## config.mk

```make
export PLATFORM = sky130hd
export DESIGN_NAME = pipe_stage_skid
export DESIGN_NICKNAME = d
export VERILOG_FILES = /design/src/rtl/pipe_stage_skid.sv
export SDC_FILE = /design/constraint.sdc
export NUM_CORES = 1
export LEC_CHECK = 0
export ABC_AREA = 0
export CAP_MARGIN = 10
export CORE_MARGIN = 1.5
export CORE_UTILIZATION = 50
export CTS_CLUSTER_DIAMETER = 30
export DETAILED_ROUTE_END_ITERATION = 16
export PLACE_DENSITY = 0.81
export SYNTH_ARGS = -nofsm -noshare
export SYNTH_HDL_FRONTEND = slang
export SYNTH_SLANG_ARGS = --single-unit
```

## constraint.sdc

```tcl
create_clock -name clk -period 12.35 [get_ports clk]
set_input_delay 1.8525 -clock clk [delete_from_list [all_inputs] [get_ports clk]]
set_output_delay 1.8525 -clock clk [all_outputs]
set_load 0.05 [all_outputs]
```

## src/rtl/pipe_stage_skid.sv

```systemverilog
// pipe_stage_skid -- elastic pipeline-stage register with a 2-entry skid buffer.
//
// Carries a control field and a data field between pipeline stages over a
// valid/ready handshake. The main entry drives the outputs; the skid entry
// absorbs one extra beat so in_ready can come straight from a register
// without losing throughput. A synchronous flush empties the stage. Control
// bits are cleared together with the main valid bit, so a bubble can never
// cause a downstream register write.
//
// Optional build macro: PIPE_STAGE_STATS_EN adds saturating statistics
// counters (stall_cnt, bubble_cnt, flush_cnt) and the CNT_W parameter.
//
// Ports:
//   clk        in   clock, all state on rising edge
//   reset      in   synchronous reset, active-low
//   in_valid   in   upstream beat present
//   in_ready   out  stage can accept (registered, = !skid valid)
//   in_ctrl    in   upstream control field [CTRL_W]
//   in_data    in   upstream data field [DATA_W]
//   flush      in   synchronous kill of all held beats
//   out_valid  out  output beat present (registered)
//   out_ready  in   downstream accepts
//   out_ctrl   out  control field, 0 whenever out_valid=0
//   out_data   out  data field, holds last value when invalid
//   stall_cnt  out  cycles with out_valid=1, out_ready=0   (stats build)
//   bubble_cnt out  cycles with out_valid=0                (stats build)
//   flush_cnt  out  cycles with flush=1                    (stats build)
module pipe_stage_skid #(
  parameter int CTRL_W = 3,
  parameter int DATA_W = 101
`ifdef PIPE_STAGE_STATS_EN
  ,
  parameter int CNT_W  = 16
`endif
) (
  input  logic              clk,
  input  logic              reset,
  input  logic              in_valid,
  output logic              in_ready,
  input  logic [CTRL_W-1:0] in_ctrl,
  input  logic [DATA_W-1:0] in_data,
  input  logic              flush,
  output logic              out_valid,
  input  logic              out_ready,
  output logic [CTRL_W-1:0] out_ctrl,
  output logic [DATA_W-1:0] out_data
`ifdef PIPE_STAGE_STATS_EN
  ,
  output logic [CNT_W-1:0]  stall_cnt,
  output logic [CNT_W-1:0]  bubble_cnt,
  output logic [CNT_W-1:0]  flush_cnt
`endif
);

  logic              main_vld_q, main_vld_d;
  logic              skid_vld_q, skid_vld_d;
  logic [CTRL_W-1:0] main_ctrl_q, main_ctrl_d;
  logic [DATA_W-1:0] main_data_q, main_data_d;
  logic [CTRL_W-1:0] skid_ctrl_q, skid_ctrl_d;
  logic [DATA_W-1:0] skid_data_q, skid_data_d;
  logic              accept;
  logic              issue;

  // Skid occupancy alone decides in_ready, so no path exists from out_ready.
  assign in_ready  = ~skid_vld_q;
  assign accept    = in_valid & ~skid_vld_q;
  assign issue     = main_vld_q & out_ready;

  assign out_valid = main_vld_q;
  assign out_ctrl  = main_ctrl_q;
  assign out_data  = main_data_q;

  always_comb begin
    main_vld_d  = main_vld_q;
    skid_vld_d  = skid_vld_q;
    main_ctrl_d = main_ctrl_q;
    main_data_d = main_data_q;
    skid_ctrl_d = skid_ctrl_q;
    skid_data_d = skid_data_q;
    if (flush) begin
      // Drop every held and incoming beat; data registers keep their values.
      main_vld_d  = 1'b0;
      skid_vld_d  = 1'b0;
      main_ctrl_d = '0;
    end else begin
      unique case ({skid_vld_q, main_vld_q})
        2'b00: begin
          if (accept) begin
            main_vld_d  = 1'b1;
            main_ctrl_d = in_ctrl;
            main_data_d = in_data;
          end
        end
        2'b01: begin
          if (accept && issue) begin
            main_ctrl_d = in_ctrl;
            main_data_d = in_data;
          end else if (accept) begin
            skid_vld_d  = 1'b1;
            skid_ctrl_d = in_ctrl;
            skid_data_d = in_data;
          end else if (issue) begin
            main_vld_d  = 1'b0;
            main_ctrl_d = '0;
          end
        end
        2'b11: begin
          if (issue) begin
            skid_vld_d  = 1'b0;
            main_ctrl_d = skid_ctrl_q;
            main_data_d = skid_data_q;
          end
        end
        default: begin
          // Skid valid without main valid cannot be reached; recover to empty.
          main_vld_d  = 1'b0;
          skid_vld_d  = 1'b0;
          main_ctrl_d = '0;
        end
      endcase
    end
  end

  always_ff @(posedge clk) begin
    if (!reset) begin
      main_vld_q  <= 1'b0;
      skid_vld_q  <= 1'b0;
      main_ctrl_q <= '0;
      main_data_q <= '0;
    end else begin
      main_vld_q  <= main_vld_d;
      skid_vld_q  <= skid_vld_d;
      main_ctrl_q <= main_ctrl_d;
      main_data_q <= main_data_d;
    end
  end

  // Skid payload is only meaningful while skid valid is set, so it needs no reset.
  always_ff @(posedge clk) begin
    skid_ctrl_q <= skid_ctrl_d;
    skid_data_q <= skid_data_d;
  end

`ifdef PIPE_STAGE_STATS_EN
  logic [CNT_W-1:0] stall_cnt_q, bubble_cnt_q, flush_cnt_q;

  function automatic logic [CNT_W-1:0] sat_inc(input logic [CNT_W-1:0] v, input logic en);
    if (en && (v != {CNT_W{1'b1}})) return v + 1'b1;
    return v;
  endfunction

  always_ff @(posedge clk) begin
    if (!reset) begin
      stall_cnt_q  <= '0;
      bubble_cnt_q <= '0;
      flush_cnt_q  <= '0;
    end else begin
      stall_cnt_q  <= sat_inc(stall_cnt_q, main_vld_q & ~out_ready);
      bubble_cnt_q <= sat_inc(bubble_cnt_q, ~main_vld_q);
      flush_cnt_q  <= sat_inc(flush_cnt_q, flush);
    end
  end

  assign stall_cnt  = stall_cnt_q;
  assign bubble_cnt = bubble_cnt_q;
  assign flush_cnt  = flush_cnt_q;
`endif

endmodule

```

; After elaboration in Yosys (flattened, before gate mapping)
; Index checks and enable logic that the tools add are counted.
[word_totals]
ram_bits = 0
mem_bits_ro = 0
word_cells = 51
input_bits = 109
reg_bits = 210
latch_bits = 0
n_memories = 0
out_inout_bits = 106
[op_classes]
shift = 0
addsub = 0
mux = 17
eq_ne = 11
n_div = 0
n_mul = 0
reduce_logical = 9
bitwise_logic = 8
order_cmp = 0
[ops]
columns = op, count
row1 = $mux W101, 3
row2 = $pmux W101 S3, 1
row3 = $mux W3, 5
row4 = $ne A2 B2 Y1 const B, 7
row5 = $reduce_and A4 Y1, 3
row6 = $reduce_and A5 Y1, 2
row7 = $pmux W3 S3, 1
row8 = $ne A3 B3 Y1 const B, 2
row9 = $not A1 Y1, 6
row10 = $pmux W1 S3, 2
row11 = $mux W1, 5
row12 = $reduce_bool A3 Y1, 1
row13 = $and A1 B1 Y1, 2
row14 = $eq A2 B1 Y1 const B, 1
row15 = $eq A2 B2 Y1 const B, 1
row16 = $logic_not A2 Y1, 1
row17 = $reduce_or A2 Y1, 1
row18 = $logic_and A1 B1 Y1, 1

; Logic depth before layout (Yosys ltp)
; Gate-level depths: netlist of the first run.
[logic_depth]
depth_word = 5
mapped_depth = 6
depth_no_buf = 3

; Least setup slack after synthesis of the first run
; No wires, ideal clock.
[synth_path]
kind = input-to-reg
startpoint = input port out_ready
endpoint = register skid_ctrl_q[0], enable pin
t_arrival_ps = 9375
n_path_buf = 2
stages = 4
setup_slack_ps = 2279
required_time_ps = 11654
setup_ps = 696
cell_sequence = nand2b_1 > buf_4 > clkbuf_1 > nor3_1
[synth_between]
elab_chain_cells = 4
[synth_lines]
columns = item, line_no
row1 = from (decl), 44  ; input logic out_ready,
row2 = $and A1 B1 Y1, 67  ; assign issue = main_vld_q & out_ready;
row3 = $logic_and A1 B1 Y1, 95  ; if (accept && issue) begin
row4 = $not A1 Y1 (no line), -
row5 = $reduce_and A4 Y1 (no line), -
row6 = to (signal assigned), 140  ; skid_ctrl_q <= skid_ctrl_d;
row7 = to (decl), 59  ; logic [CTRL_W-1:0] skid_ctrl_q, skid_ctrl_d;
; Every way passes these cells.
; A chain may end at the register's enable or synchronous reset.

; Final worst setup path of the first run
[layout_path]
startpoint = input port out_ready
endpoint = register main_data_q[23] (netlist: out_data[23])
[layout_between]
elab_chain_cells = 4
word_cells_on_any_way = 5
classes_between = eq/ne (2) / bitwise (1) / reduce/logical (2)
[layout_lines]
columns = item, line_no
row1 = $and A1 B1 Y1 (*), 67
row2 = $logic_and A1 B1 Y1, 95
row3 = $ne A2 B2 Y1 (no line), -
row4 = $reduce_and A5 Y1 (no line) (*), -
row5 = to (signal assigned), 134  ; main_data_q <= main_data_d;
row6 = to (decl), 58  ; logic [DATA_W-1:0] main_data_q, main_data_d;
; Mark *: on every way between the ends. The rest lies on a longest branch, timed or not.

==> results.yml, run 1 <==
drt:
  post_drt_wl_per_cell_um: 21.7
  drc: 0
  via_per_inst: 6.44
  drt_first_pass_iters: 5
  ant_nets: 0
  drtIter0Drc: 830
  vias: 7519
  drt-total-wl_mm: 25.3
synth:
  yosys-mux-area-fraction: 0
  synth_xor_area_frac: 0
  yosysWarnings: 0
  avgSynthCellArea_um2: 11.8
  synth_nets: 857
  yosys.area_share.adder: 0
  ys_seq_area_frac: 0.592
  syn-cell-area_mm2: 0.00886
  synth-compound-area-share: 0.240
  synth_simple_gate_area_share: 0.112
  ys_ff_latch: 210
  ys_types: 26
  netlist_instances: 748
  synth_top_family_by_area: "compound AO/OA/AOI/OAI gates"
floorplan:
  die_h_um: 136
  dieArea_mm2: 0.0185
  initial_core_util: 0.512
  rows: 48
  io_pins: 215
  die_x_um: 136
  core_area_mm2: 0.0173
sta:
  fin_skew_ns: 0.0118
  maxSlewViolCount: 0
  hold_ws_ns: 0.505
  setup_slack_ns: 7.40
  setup_viol: 0
  rsz0062_at_grt: "false"
  min_period_ns: 4.95
  setup_tns_ns: 0
  worstMarginPinSlew_ns: 1.29
  fmax_mhz: 202
  hold_viol: 0
  period_share: 0.401
  slew_headroom: 0.143
clocking:
  cts_hold_buf: 0
  cts_made_buffers: 41
  clk_pin_slew_ns: 0.05
  cts_setup_buffers: 0
  clockBufferDepth: 3
  ctsResizeCount: 0
  clk_latency_ns: 0.51
  cts.root.buffer_cell: "clkbuf_16"
  htreeDepth: 2
  cts_tree: "built"
  cts_sinks: 210
global_route:
  globalRoute.totalOverflow: 0
  antenna_found_initial: 0
  grt_use_total: 0.269
  grt_pass1_wl_mm: 39.4
  grt_pass1_vias: 7232
  grt_max_degree: 107
critical_path:
  path_cells: "clkdlybuf4s50_1 -> nand2b_4 -> and4_4 -> buf_4 -> a311oi_2"
  path_max_fanout: 106
  start_kind: "input port"
  r2r_cells: 5
  critPathRequiredTime_ns: 12.67
  r2r_end: "out_data[23]"
  crit_start: "out_ready"
  slowest_stage: "buf_4"
  crit_type: "input port to flip-flop"
  slowest_delay_ns: 0.97
  r2r-start: "out_valid"
  r2r_slack_ns: 7.78
  end_kind: "flip-flop"
  arrival_ns: 5.26
  cp-endpoint: "out_data[23]"
layout:
  postLayoutCellArea_mm2: 0.0123
  mostFrequentLayoutCells: "clkdlybuf4s50_1, nand2_1, nand3_1, dfxtp_1, edfxtp_1"
  post-route-util: 0.712
  nNetsFinal: 1018
  stdcell_count: 1167
  drive_above_1_share: 0.145
  diodes: 0
  syn_to_final_growth_pct: 39.0
  fillers: 1196
  final_common_cell: "clkdlybuf4s50_1"
place:
  dpl_worst_slack_ns: 6.96
  dp.cells: 1091
  globalplace.congestion: 0.828
  postPlaceCellArea_mm2: 0.0109
  dp_hpwl_mm: 13.3
  numPortBuffers: 214
pwr:
  swShare: 0.251
  sequentialPowerShare: 0.362
  p_int_mw: 1.61
  netSwitchingPower_mw: 0.539
  design_power_total_mw: 2.15
  leakage_nw: 4.07
  clkPwrFrac: 0.515
  peakVddDrop_mv: 0.120
  comb_power_share: 0.124
  power.density_mw_per_mm2: 175
run_status:
  outcome: "complete, no violations"
worst_hold_path:
  hp-class: "flip-flop to flip-flop"
  hp-start: "out_ctrl[2]"
  hold_depth: 2
flow_run:
  maxCapViolCount: 0
area by class of cell:
type	instances	area, um2	area share
Inverter	4	18.8	0.00152
Timing Repair Buffer	221	2190	0.178
Tap cell	225	282	0.0229
Sequential cell	210	5250	0.427
Multi-Input combinational cell	431	3150	0.256
Clock buffer	58	1220	0.0993
Clock inverter	18	195	0.0159
Yosys cell counts, drive strengths merged:
cell type | n | share of area
nor2b | 2 | 0.0014
a41oi | 101 | 0.10
clkbuf | 49 | 0.021
a21oi | 1 | 0.00056
a311oi | 101 | 0.14
or2 | 1 | 0.00071
edfxtp | 104 | 0.35
dfxtp | 106 | 0.24
nor2 | 1 | 0.00042
nand2b | 2 | 0.0014
nor3 | 2 | 0.0011
o21ai | 4 | 0.0023
nand4 | 3 | 0.0021
nand3 | 104 | 0.059
and4 | 1 | 0.0013
buf | 54 | 0.033
inv | 4 | 0.0017
a31oi | 3 | 0.0021
nand2 | 105 | 0.044
worst max-delay path: cells and delay by family:
kind            cells  cell delay, ns
simple gates        2            1.52
buf+inv             2            1.54
compound gates      1            0.24
logic make-up (layout without fill, tap and decap cells):
group                  after synthesis  after routing
buffers and inverters              107            301
AO/OA/AOI/OAI                      210            210
flip-flops                         210            210
AND/OR/NAND/NOR                    221            221
how the worst min path moves through the flow:
stage	endpoint	slack, ns
finish	out_ctrl[2]	0.50
global route	out_ctrl[1]	0.55
CTS	out_ctrl[2]	0.50
detailed placement	out_ctrl[2]	0.50
global placement	out_ctrl[1]	0.49
floorplan	out_data[63]	0.54
state kept, by name, indices dropped and copies added (netlist names):
register,flops
out_ctrl,3
out_valid,1
out_data,101
skid_data_q,101
skid_ctrl_q,3
skid_vld_q,1
layer usage:
layer  routed length [um]  global-route usage  vias up
li1                     -                   -     3368
met1                10200               0.367     3679
met2                12200               0.428      424
met3                 2280              0.0559       48
met4                  605              0.0922        0
met5                    0                   0        -
power by group through the flow:
stage | Sequential, mW | Clock (mW) | Combinational, mW
after floorplan | 0.866 | 0 | 0.0843
after global placement | 0.790 | 0 | 0.260
after detailed placement | 0.790 | 0 | 0.265
after CTS | 0.778 | 1.12 | 0.266
after global routing | 0.780 | 1.16 | 0.280
final | 0.778 | 1.11 | 0.266
(Power assumes the default switching activity.)
==> run 2: changes to the inputs <==
- CORE_UTILIZATION: 50 -> 45
- PLACE_DENSITY: 0.81 -> 0.77
- clock period: 12.35 -> 4.1 ns (I/O delays scaled with it)
==> run 2 against run 1 <==
Clock skew hardly changed. Non-clock buffer count increased by 9. Count of clock-buffer cells in the layout shrank 2. Via count is 0.56% lower. First-iteration DRC count shrank 34%. Clock power increased to 3.2 times the previous value. Register-to-register slack worse by 6.5 ns. Cell area up 1.9%. Wire length fell by 1.2%. Core utilization down 6.5 points. Critical endpoint is now in_ready. Highest routed layer unchanged.
==> results.yml, run 2 (synthesized netlist as in run 1, its figures left out) <==
run_status:
  outcome: "complete, no violations"
sta:
  fmax_mhz: 342
  setup_viol: 0
  period_share: 0.713
  hold_viol: 0
  rsz0062_at_grt: "false"
  fin_skew_ns: 0.0119
  min_period_ns: 2.92
  hold_ws_ns: 0.503
  maxSlewViolCount: 0
  setup_slack_ns: 1.18
  slew_headroom: 0.471
  worstMarginPinSlew_ns: 0.793
  setup_tns_ns: 0
clocking:
  cts_sinks: 210
  ctsResizeCount: 0
  clk_latency_ns: 0.52
  clk_pin_slew_ns: 0.04
  htreeDepth: 2
  cts_tree: "built"
  cts_hold_buf: 0
  cts.root.buffer_cell: "clkbuf_16"
  cts_setup_buffers: 0
  clockBufferDepth: 3
  cts_made_buffers: 42
global_route:
  globalRoute.totalOverflow: 0
  grt_max_degree: 68
  grt_pass1_vias: 7484
  grt_use_total: 0.243
  grt_pass1_wl_mm: 39.6
  antenna_found_initial: 0
critical_path:
  r2r_slack_ns: 1.28
  worst-path-buf-inv: 2
  arrival_ns: 2.31
  slowest_delay_ns: 0.84
  crit_start: "skid_vld_q"
  cp-endpoint: "in_ready"
  path_max_fanout: 67
  r2r-start: "out_valid"
  end_kind: "primary output"
  r2r_end: "out_data[90]"
  critical_path_cell_count: 2
  cp_top_family: "buffers and inverters"
  crit_type: "flip-flop to primary output"
  critPathRequiredTime_ns: 3.48
  path_cells: "inv_1 -> clkdlybuf4s50_1"
  slowest_stage: "dfxtp_4"
  start_kind: "flip-flop"
  r2r_cells: 4
floorplan:
  initial_core_util: 0.457
  die_x_um: 143
  io_pins: 215
  dieArea_mm2: 0.0205
  rows: 51
  core_area_mm2: 0.0194
  die_h_um: 143
pwr:
  sequentialPowerShare: 0.351
  netSwitchingPower_mw: 1.65
  clkPwrFrac: 0.528
  power.density_mw_per_mm2: 531
  peakVddDrop_mv: 0.356
  comb_power_share: 0.121
  p_int_mw: 5.01
  swShare: 0.248
  leakage_nw: 4.16
place:
  dpl_worst_slack_ns: 1.27
  dp_hpwl_mm: 13.9
  globalplace.congestion: 0.729
  numPortBuffers: 214
layout:
  syn_to_final_growth_pct: 41.6
  final_common_cell: "clkdlybuf4s50_1"
  post-route-util: 0.647
  nNetsFinal: 1028
  mostFrequentLayoutCells: "clkdlybuf4s50_1, nand2_1, nand3_1, dfxtp_1, edfxtp_1"
  drive_above_1_share: 0.153
drt:
  drtIter0Drc: 545
  post_drt_wl_per_cell_um: 20.5
  ant_nets: 0
  drt-total-wl_mm: 25.0
  via_per_inst: 6.13
  vias: 7477
  drc: 0
  drt_first_pass_iters: 5
flow_run:
  maxCapViolCount: 0
worst_hold_path:
  hp-class: "flip-flop to flip-flop"
run 2: cell types whose count changed in the layout (fill, tap and decap cells not counted), sizes merged:
cell      before  now
buf            7   16
bufinv         3    6
clkinv         8   11
clkinvlp       6    3
clkbuf        58   56
diode          0    1
inv            5    6
run 2: tightest hold or removal path: cells and delay by family, from the launching register on:
kind	cells	cell delay [ns]
DFF	1	0.31
AOI/OAI and AO/OA	2	0.14
run 2: worst min path at each step:
stage | start | endpoint | slack (ns) | cells past startpoint
floorplan | skid_data_q[63] | out_data[63] | 0.54 | 2
global placement | out_ctrl[1] | out_ctrl[1] | 0.49 | 2
detailed placement | out_ctrl[2] | out_ctrl[2] | 0.49 | 2
CTS | out_ctrl[1] | out_ctrl[1] | 0.50 | 2
global route | out_ctrl[0] | out_ctrl[0] | 0.53 | 2
finish | out_ctrl[1] | out_ctrl[1] | 0.50 | 2
run 2: stage by stage:
| step | power (mW) | cells | instance area (um2) |
|---|---|---|---|
| 3_3_place_gp | 3.17 | 1140 | 11100 |
| 5_1_grt | 6.86 | 1218 | 12500 |
| 4_1_cts | 6.71 | 1218 | 12500 |
| 2_1_floorplan | 2.86 | 748 | 8870 |
| 6_report | 6.66 | 1219 | 12500 |
| 3_5_place_dp | 3.18 | 1140 | 11100 |
run 2: power groups by stage:
stage | logic [mW] | clock network, mW | registers (mW)
final | 0.806 | 3.52 | 2.34
after global routing | 0.851 | 3.66 | 2.35
after CTS | 0.809 | 3.56 | 2.34
after detailed placement | 0.805 | 0 | 2.38
after global placement | 0.794 | 0 | 2.38
after floorplan | 0.255 | 0 | 2.61
run 2: final cells by class:
type / instances / area, um2
Clock inverter: 22 / 300
Tap cell: 265 / 332
Antenna cell: 1 / 2.50
Timing Repair Buffer: 230 / 2300
Clock buffer: 56 / 1180
Inverter: 4 / 18.8
Fill cell: 1492 / 6860
Multi-Input combinational cell: 431 / 3150
Sequential cell: 210 / 5250
run 2: metal layers:
metal	wire length (um)	share of wire	GRT usage
met5	0	0	0
met1	10100	0.40	0.312
met2	12400	0.49	0.409
met4	391	0.016	0.0752
met3	2190	0.087	0.0566
